### src/rtl/flow_pkg.sv
// Shared fetch/decode types: instruction width, default address width and
// the {pc, instruction} pair that travels from fetch into decode.
package flow_pkg;

  localparam int INSTR_WIDTH = 16;
  localparam int ADDR_WIDTH  = 16;

  typedef struct packed {
    logic [ADDR_WIDTH-1:0]  pc;
    logic [INSTR_WIDTH-1:0] instruction;
  } fetch_entry_t;

endpackage

### src/rtl/fetch_queue.sv
// Small synchronous FIFO for the prefetch queue. Flush empties it at the
// next edge and overrides any push/pop in the same cycle. Push while full
// is accepted only when a pop frees the slot in the same cycle.
module fetch_queue #(
  parameter  int DEPTH = 4,
  parameter  int WIDTH = 32,
  localparam int PW    = $clog2(DEPTH),
  localparam int CW    = PW + 1
) (
  input  logic             clk,
  input  logic             rst_n,
  input  logic             flush_i,
  input  logic             push_i,
  input  logic             pop_i,
  input  logic [WIDTH-1:0] wdata_i,
  output logic [WIDTH-1:0] rdata_o,
  output logic [CW-1:0]    occupancy_o,
  output logic             empty_o,
  output logic             full_o
);

  logic [WIDTH-1:0] mem_q [DEPTH];
  logic [PW-1:0]    rd_ptr_q, rd_ptr_d;
  logic [PW-1:0]    wr_ptr_q, wr_ptr_d;
  logic [CW-1:0]    count_q, count_d;
  logic             do_push, do_pop;

  assign empty_o     = (count_q == '0);
  assign full_o      = (count_q == CW'(DEPTH));
  assign occupancy_o = count_q;
  assign do_pop      = pop_i && !empty_o;
  assign do_push     = push_i && (!full_o || do_pop);
  // Empty queue presents zero so the head outputs are clean out of reset.
  assign rdata_o     = empty_o ? '0 : mem_q[rd_ptr_q];

  // Next pointer/count; pointers wrap naturally since DEPTH is a power of two.
  always_comb begin
    rd_ptr_d = rd_ptr_q;
    wr_ptr_d = wr_ptr_q;
    count_d  = count_q;
    if (flush_i) begin
      rd_ptr_d = '0;
      wr_ptr_d = '0;
      count_d  = '0;
    end else begin
      if (do_pop)  rd_ptr_d = rd_ptr_q + PW'(1);
      if (do_push) wr_ptr_d = wr_ptr_q + PW'(1);
      count_d = count_q + CW'(do_push) - CW'(do_pop);
    end
  end

  // Control state register.
  always_ff @(posedge clk or negedge rst_n) begin
    if (!rst_n) begin
      rd_ptr_q <= '0;
      wr_ptr_q <= '0;
      count_q  <= '0;
    end else begin
      rd_ptr_q <= rd_ptr_d;
      wr_ptr_q <= wr_ptr_d;
      count_q  <= count_d;
    end
  end

  // Storage write; data words need no reset.
  always_ff @(posedge clk) begin
    if (do_push && !flush_i) mem_q[wr_ptr_q] <= wdata_i;
  end

endmodule

### src/rtl/instruction_fetch_unit.sv
// Fetch stage: credit-limited word requests to instruction memory, in-order
// capture of responses into the prefetch queue, and redirect handling that
// discards every response still in flight when the redirect hits.
module instruction_fetch_unit
  import flow_pkg::*;
#(
  parameter int ADDR_WIDTH = 16,
  parameter int DEPTH      = 4
) (
  input  logic                   clk,
  input  logic                   rst_n,
  output logic                   mem_req,
  output logic [ADDR_WIDTH-1:0]  mem_addr,
  input  logic                   mem_ready,
  input  logic                   mem_rvalid,
  input  logic [INSTR_WIDTH-1:0] mem_rdata,
  input  logic                   redirect_valid,
  input  logic [ADDR_WIDTH-1:0]  redirect_addr,
  output logic                   decode_valid,
  output logic [INSTR_WIDTH-1:0] decode_instruction,
  output logic [ADDR_WIDTH-1:0]  decode_pc,
  input  logic                   decode_ready
);

  localparam int CW = $clog2(DEPTH) + 1;
  localparam int EW = ADDR_WIDTH + INSTR_WIDTH;

  logic [ADDR_WIDTH-1:0] fetch_pc_q, fetch_pc_d;
  logic [ADDR_WIDTH-1:0] resp_pc_q, resp_pc_d;
  logic [CW-1:0]         outstanding_q, outstanding_d;
  logic [CW-1:0]         discard_q, discard_d;

  logic [CW-1:0] occupancy;
  logic          q_empty, q_full;
  logic [EW-1:0] q_rdata;
  logic [CW:0]   credit_used;
  logic          accept, drop, push, pop;

  // Queue slots plus in-flight requests never exceed DEPTH, so every
  // response always has a slot waiting for it.
  assign credit_used  = {1'b0, occupancy} + {1'b0, outstanding_q};
  assign mem_req      = !redirect_valid && (credit_used < (CW+1)'(DEPTH));
  assign mem_addr     = fetch_pc_q;
  assign accept       = mem_req && mem_ready;
  assign drop         = mem_rvalid && (discard_q != '0);
  assign push         = mem_rvalid && !drop && !redirect_valid && (!q_full || pop);
  assign decode_valid = !q_empty && !redirect_valid;
  assign pop          = decode_valid && decode_ready;
  assign {decode_pc, decode_instruction} = q_rdata;

  // Next-state for PCs and counters; redirect overrides normal bookkeeping.
  always_comb begin
    fetch_pc_d    = fetch_pc_q;
    resp_pc_d     = resp_pc_q;
    discard_d     = discard_q;
    outstanding_d = outstanding_q + CW'(accept) - CW'(mem_rvalid);
    if (redirect_valid) begin
      fetch_pc_d = redirect_addr;
      resp_pc_d  = redirect_addr;
      // Everything still in flight after this cycle's response is stale.
      discard_d  = outstanding_q - CW'(mem_rvalid);
    end else begin
      if (accept) fetch_pc_d = fetch_pc_q + ADDR_WIDTH'(1);
      if (push)   resp_pc_d  = resp_pc_q + ADDR_WIDTH'(1);
      if (drop)   discard_d  = discard_q - CW'(1);
    end
  end

  // PC and counter registers.
  always_ff @(posedge clk or negedge rst_n) begin
    if (!rst_n) begin
      fetch_pc_q    <= '0;
      resp_pc_q     <= '0;
      outstanding_q <= '0;
      discard_q     <= '0;
    end else begin
      fetch_pc_q    <= fetch_pc_d;
      resp_pc_q     <= resp_pc_d;
      outstanding_q <= outstanding_d;
      discard_q     <= discard_d;
    end
  end

  fetch_queue #(
    .DEPTH (DEPTH),
    .WIDTH (EW)
  ) u_queue (
    .clk         (clk),
    .rst_n       (rst_n),
    .flush_i     (redirect_valid),
    .push_i      (push),
    .pop_i       (pop),
    .wdata_i     ({resp_pc_q, mem_rdata}),
    .rdata_o     (q_rdata),
    .occupancy_o (occupancy),
    .empty_o     (q_empty),
    .full_o      (q_full)
  );

endmodule

### config.mk
export PLATFORM = sky130hd
export DESIGN_NAME = instruction_fetch_unit
export DESIGN_NICKNAME = d
export VERILOG_FILES = /design/src/rtl/flow_pkg.sv /design/src/rtl/fetch_queue.sv /design/src/rtl/instruction_fetch_unit.sv
export SDC_FILE = /design/constraint.sdc
export NUM_CORES = 1
export LEC_CHECK = 0
export BUFFER_PORTS_ARGS = -buffer_cell sky130_fd_sc_hd__buf_2
export CORE_MARGIN = 2
export CORE_UTILIZATION = 45
export DETAILED_ROUTE_END_ITERATION = 8
export HOLD_SLACK_MARGIN = 0.1
export PLACE_DENSITY_LB_ADDON = 0.25
export SYNTH_ARGS = -nofsm -noshare
export SYNTH_HDL_FRONTEND = slang
export SYNTH_SLANG_ARGS = --single-unit
### constraint.sdc
create_clock -name clk -period 4 [get_ports clk]
set_input_delay 0.2 -clock clk [delete_from_list [all_inputs] [get_ports clk]]
set_output_delay 0.2 -clock clk [all_outputs]
set_load 0.02 [all_outputs]
---- Yosys cells after proc, flatten, opt, wreduce, memory -nomap -nowiden ----
Memory sizes are Yosys's and may differ from the RTL's.
Index checks and enable logic that the tools add are counted.
word-level totals
  bits in registers ....................... 45
  bits in latches ......................... 0
  RAM bits ................................ 128
  memory bits (read-only) ................. 0
  output and inout port bits .............. 50
  word-level logic and storage cells ...... 59
  memories kept ........................... 1
memories
  name           depth  bits a word  rd ports  clocked after memory_dff  write ports  RTL line           RTL
  u_queue.mem_q  4      32           1         0                         1            fetch_queue.sv:22  logic [WIDTH-1:0] mem_q [DEPTH];
operators by class
  $add $sub $neg .......................... 11
  $mul .................................... 0
  div/mod/pow operators ................... 0
  magnitude comparators ................... 1
  equality and inequality tests ........... 1
  shift-type cells ........................ 0
  muxes and demuxes ....................... 14
  bitwise logic cells ..................... 0
  reduce and logical (&&, ||, !) cells .... 24
operators with widths
  operator                 count
  $mux W16                 4
  $add A16 B1 Y16 const B  2
  $mux W32                 1
  $logic_and A1 B1 Y1      11
  $reduce_bool A2 Y1       5
  $mux W3                  3
  $sub A3 B1 Y3            3
  $mux W2                  4
  $add A3 B1 Y3            2
  $add A2 B1 Y2 const B    2
  $add A3 B3 Y4            1
  $logic_not A1 Y1         4
  $lt A4 B3 Y1 const B     1
  $eq A3 B3 Y1 const B     1
  $logic_not A3 Y1         1
  $reduce_bool A3 Y1       1
  $sub A3 B1 Y3 const B    1
  $logic_or A1 B1 Y1       2
  $mux W1                  2

---- Depth between registers and ports, before layout ----
  word-level depth ........................ 10
  mapped depth ............................ 11
  depth with buffers taken out ............ 10

---- Modules after synthesis ----
A second synthesis with hierarchy kept.
second synthesis, totals
  cells, all modules ...................... 497
  area, all modules ....................... 7647.3 um^2
modules (own cells, without submodules)
  module                  times used  cells an instance  area an instance (um^2)  sequential area each (um^2)
  fetch_queue             1           249                5323.9                   4018.9
  instruction_fetch_unit  1           248                2323.5                   950.9

---- Least setup slack after synthesis ----
No wires, ideal clock.
  path kind ............................... reg-to-reg
  from .................................... reg discard_q[0]
  to ...................................... mem u_queue.mem_q[0][0] (enable)
  setup time .............................. 0.392 ns
  arrival time ............................ 1.958 ns
  slack ................................... 1.650 ns
  stages on the path, launching flop included .. 7
  path buffers ............................ 0
  clock period less this slack ............ 2.350 ns
  cell sequence ........................... dfrtp_1 inv_1 ha_1 ha_1 nand2_1 nor3_1 and2_1
between the ends
  cells in the longest elaborated chain, start to end .. 10
RTL lines
  what                               RTL line                      RTL
  start: declaration                 instruction_fetch_unit.sv:31  logic [CW-1:0] discard_q, discard_d;
  start signal: assignment           instruction_fetch_unit.sv:80  discard_q <= discard_d;
  $reduce_bool A3 Y1                 instruction_fetch_unit.sv:45  assign drop = mem_rvalid && (discard_q != '0);
  $logic_and A1 B1 Y1                instruction_fetch_unit.sv:45
  $logic_not A1 Y1                   instruction_fetch_unit.sv:46  assign push = mem_rvalid && !drop && !redirect_valid && (!q_full || pop);
  $logic_and A1 B1 Y1 (3 in series)  instruction_fetch_unit.sv:46
  $logic_and A1 B1 Y1                fetch_queue.sv:32             assign do_push = push_i && (!full_o || do_pop);
  $logic_and A1 B1 Y1                fetch_queue.sv:67             if (do_push && !flush_i) mem_q[wr_ptr_q] <= wdata_i;
  $mux W1                            fetch_queue.sv:67
  $mux W1 (implied by the code)      fetch_queue.sv:67
  end: declaration                   fetch_queue.sv:22
No other way between the ends.

---- Worst setup path in the final report ----
  from .................................... reg u_queue.count_q[0] (netlist: u_queue.occupancy_o[0])
  to ...................................... reg u_queue.count_q[2] (netlist: u_queue.occupancy_o[2])
between the ends
  cells in the longest elaborated chain, start to end .. 10
  elaborated cells on any way between the ends .. 14
RTL lines
  what                                                              RTL line                                         RTL
  start: declaration                                                fetch_queue.sv:25                                logic [CW-1:0] count_q, count_d;
  start signal: assignment                                          fetch_queue.sv:61                                count_q <= count_d;
  $logic_not A3 Y1                                                  fetch_queue.sv:28                                assign empty_o = (count_q == '0);
  $logic_not A1 Y1                                                  fetch_queue.sv:31, instruction_fetch_unit.sv:47
  $logic_and A1 B1 Y1                                               instruction_fetch_unit.sv:47                     assign decode_valid = !q_empty && !redirect_valid;
  $logic_and A1 B1 Y1                                               instruction_fetch_unit.sv:48                     assign pop = decode_valid && decode_ready;
  $logic_or A1 B1 Y1 / $logic_and A1 B1 Y1 (equally long branches)  instruction_fetch_unit.sv:46, fetch_queue.sv:31
  $logic_and A1 B1 Y1 / $logic_or A1 B1 Y1 (equally long branches)  instruction_fetch_unit.sv:46, fetch_queue.sv:32
  $logic_and A1 B1 Y1                                               fetch_queue.sv:32
  $add A3 B1 Y3                                                     fetch_queue.sv:48                                count_d = count_q + CW'(do_push) - CW'(do_pop);
  $sub A3 B1 Y3 *                                                   fetch_queue.sv:48
  $mux W3 *                                                         fetch_queue.sv:41                                if (flush_i) begin
  net u_queue.count_d[2]                                            fetch_queue.sv:25
Mark *: on every way through the listed nets, which the timed path passes. The rest lies on a longest branch.
A chain may end at the register's enable or synchronous reset.

==> flow_metrics.py <==
metrics = {
    "outcome": {
        "outcome": "finished clean",
    },
    "clocking": {
        "ctsResizeCount": 0,
        "clock_latency_ns": 0.42,
        "cts_inserted_buffers": 17,
        "h-tree-depth": 4,
        "root_buffer": "clkbuf_16",
        "path_clk_slew_ns": 0.06,
        "clk_path_buf_depth": 2,
        "cts_tree": "yes",
        "cts_sinks": 173,
    },
    "synth": {
        "async_flop_share": 0.260,
        "yosysSeqAreaShare": 0.661,
        "synth.avg_cell_area_um2": 15.9,
        "ys_warn_count": 0,
        "synth_cell_type_count": 44,
        "syn-num-nets": 529,
        "ys_ff_latch": 173,
        "synth_cells": 473,
        "synth_edf_count": 128,
        "ys.flop_type": "edfxtp_1",
        "synthesis.area_um2": 7520,
    },
    "setup_path": {
        "arrival_ns": 2.85,
        "end_kind": "register",
        "worst-r2r-cell-count": 11,
        "worstSetupStartpointType": "register",
        "path_max_fanout": 35,
        "crit_required_ns": 4.27,
        "critical_path_class": "reg2reg",
    },
    "power_and_ir_drop": {
        "powerDensity_nw_per_um2": 575,
        "swShare": 0.290,
        "peakVddDrop_mv": 0.303,
        "clockPowerShare": 0.335,
        "power_frac_seq": 0.420,
        "combPwrFrac": 0.245,
        "leakagePower_nw": 3.37,
        "p_int_w": 0.00375,
        "power.net_switching_w": 0.00153,
    },
    "global_route": {
        "grt_overflow": 0,
        "global_route.usage.met1": 0.234,
        "top_usage_layer": "met2",
        "grt_pass1_wl_um": 23900,
        "grt_pass1_vias": 4601,
        "grt_max_degree": 46,
        "met3_usage": 0.0441,
        "use_met2": 0.292,
        "antenna_found_initial": 0,
        "grtUsageTotal": 0.176,
    },
    "floorplan": {
        "rows": 47,
        "num_io_pins": 88,
        "die_w_um": 133,
        "start_util": 0.457,
        "coreArea_um2": 16500,
        "die_area_um2": 17800,
        "die_y_um": 133,
    },
    "placement": {
        "gp_congestion": 0.820,
        "port_buffers": 87,
        "dp_hpwl_um": 9370,
        "place_area_um2": 8250,
        "placedCellCount": 769,
    },
    "run": {
        "drv_cap": 0,
    },
    "timing": {
        "relSlewSlack": 0.296,
        "hold_slack_ns": 0.132,
        "finalHoldViolCount": 0,
        "fin_setup_tns_ns": 0,
        "timing.final.crit_share": 0.645,
        "finalCriticalPeriod_ns": 2.58,
        "maxClockFrequency_mhz": 388,
        "fin_worst_skew_ns": 0.00694,
        "setup_viol": 0,
        "tightest_slew_ns": 1.06,
        "rsz0062_at_grt": "false",
        "drv_slew": 0,
    },
    "routing": {
        "wl_um": 14700,
        "dr.pass1.iters": 4,
        "wl_per_cell_um": 17.7,
        "ant_nets": 0,
        "dr_total_vias": 4435,
        "drt_iter0_markers": 279,
        "avgViaCountPerCell": 5.34,
        "drc": 0,
    },
    "worst_hold_path": {
        "min_path_cells": 3,
        "min_path_type": "in2reg",
    },
    "final_layout": {
        "syn_to_final_growth_pct": 22.1,
        "mostFrequentLayoutCells": "edfxtp_1 (128), buf_2 (87), dfrtp_1 (44)",
        "filler_cell_count": 1325,
        "regArea_um2": 4970,
        "final_common_cell": "edfxtp_1",
        "drive_above_1_share": 0.282,
        "diodes": 0,
        "instances_no_fill": 830,
        "nNetsFinal": 653,
        "multi_input_area_um2": 2410,
        "finalInstanceArea_um2": 9180,
    },
}
## power by group through the flow
stage	registers [W]	logic, W	clock network [W]
floorplan	0.00223	0.000913	0
global placement	0.00224	0.00128	0
detailed placement	0.00226	0.00130	0
CTS	0.00222	0.00132	0.00180
global route	0.00224	0.00142	0.00189
finish	0.00222	0.00129	0.00177
## through the flow
stage	worst slack [ns]	power (W)	utilization
global route	1.25	0.00555	0.558
finish	1.42	0.00528	0.558
global placement	1.47	0.00352	0.501
floorplan	1.65	0.00314	-
CTS	1.38	0.00535	0.558
detailed placement	1.39	0.00355	0.501
## state kept, by name, indices dropped and copies added, names as in the netlist
register,cells
discard_q,3
u_queue.mem_q,128
mem_addr,16
u_queue.rd_ptr_q,2
resp_pc_q,16
u_queue.occupancy_o,3
outstanding_q,3
u_queue.wr_ptr_q,2
## cells by family after synthesis
kind of cell,synth area share
adder cells (fa/ha/maj),0.0319
AO/OA/AOI/OAI,0.0419
buffers and inverters,0.0191
flip-flops,0.661
AND/OR/NAND/NOR,0.110
multiplexers,0.113
XOR/XNOR,0.0233
## Yosys cell counts, drive strengths merged, types with 6 or more instances
cell type,instances,share of area
dfrtp,45,0.15
inv,17,0.0085
clkbuf,14,0.0070
nand4,10,0.0083
nor2b,34,0.028
nand2,13,0.0068
nor3,10,0.0067
nand3,8,0.0060
ha,16,0.027
a31oi,8,0.0067
and4,7,0.0082
nand2b,6,0.0050
and3,8,0.0067
buf,6,0.0037
o21ai,7,0.0047
edfxtp,128,0.51
or3,6,0.0050
a21oi,8,0.0053
and2,7,0.0058
xnor2,10,0.012
mux4,32,0.096
nor2,17,0.0085
o31a,9,0.010
xor2,10,0.012
mux2,8,0.012
## cell type report
cell class                 instances  area share
sequential                       173       0.541
multi-input combinational        263       0.263
timing repair buffer             125      0.0891
clock buffer                      17      0.0463
tap                              220      0.0300
clock inverter                    15      0.0236
inverter                          17     0.00695
## what timing repair did
item                                   in CTS  in global routing
hold buffers                               29                  0
endpoints found under the hold margin     130                  0
buffers inserted                            0                  0
## per-layer routing
metal  share of wire  routed length, µm
met1            0.45               6670
met3           0.040                585
met2            0.50               7370
met5               0                  0
met4          0.0060                 88
## critical path: stages, from the launching register on
cell      delay, ns
dfrtp_1        0.45
nor3_2         0.19
buf_4          0.40
nand2b_1       0.21
nor2_1         0.05
ha_1           0.30
inv_1          0.06
ha_1           0.13
inv_1          0.05
fa_1           0.38
xnor2_1        0.16
nor2_1         0.06
## path summary, 6_finish.rpt
| check | slack, ns | end | from |
|---|---|---|---|
| worst min register to register | 0.55 | outstanding_q[0]$_DFF_PN0_ | outstanding_q[0]$_DFF_PN0_ |
| worst max register to register | 1.42 | u_queue.occupancy_o[2]$_DFF_PN0_ | u_queue.occupancy_o[0]$_DFF_PN0_ |
| min in group asynchronous | 0.51 | mem_addr[2]$_DFFE_PN0P_ | rst_n |
| worst max-delay path | 1.42 | u_queue.occupancy_o[2]$_DFF_PN0_ | u_queue.occupancy_o[0]$_DFF_PN0_ |
| max in group asynchronous | 2.78 | u_queue.rd_ptr_q[0]$_DFFE_PN0P_ | rst_n |
| worst min-delay path | 0.13 | mem_addr[7]$_DFFE_PN0P_ | redirect_addr[7] |
No activity file was read; power rests on OpenSTA's default activity.
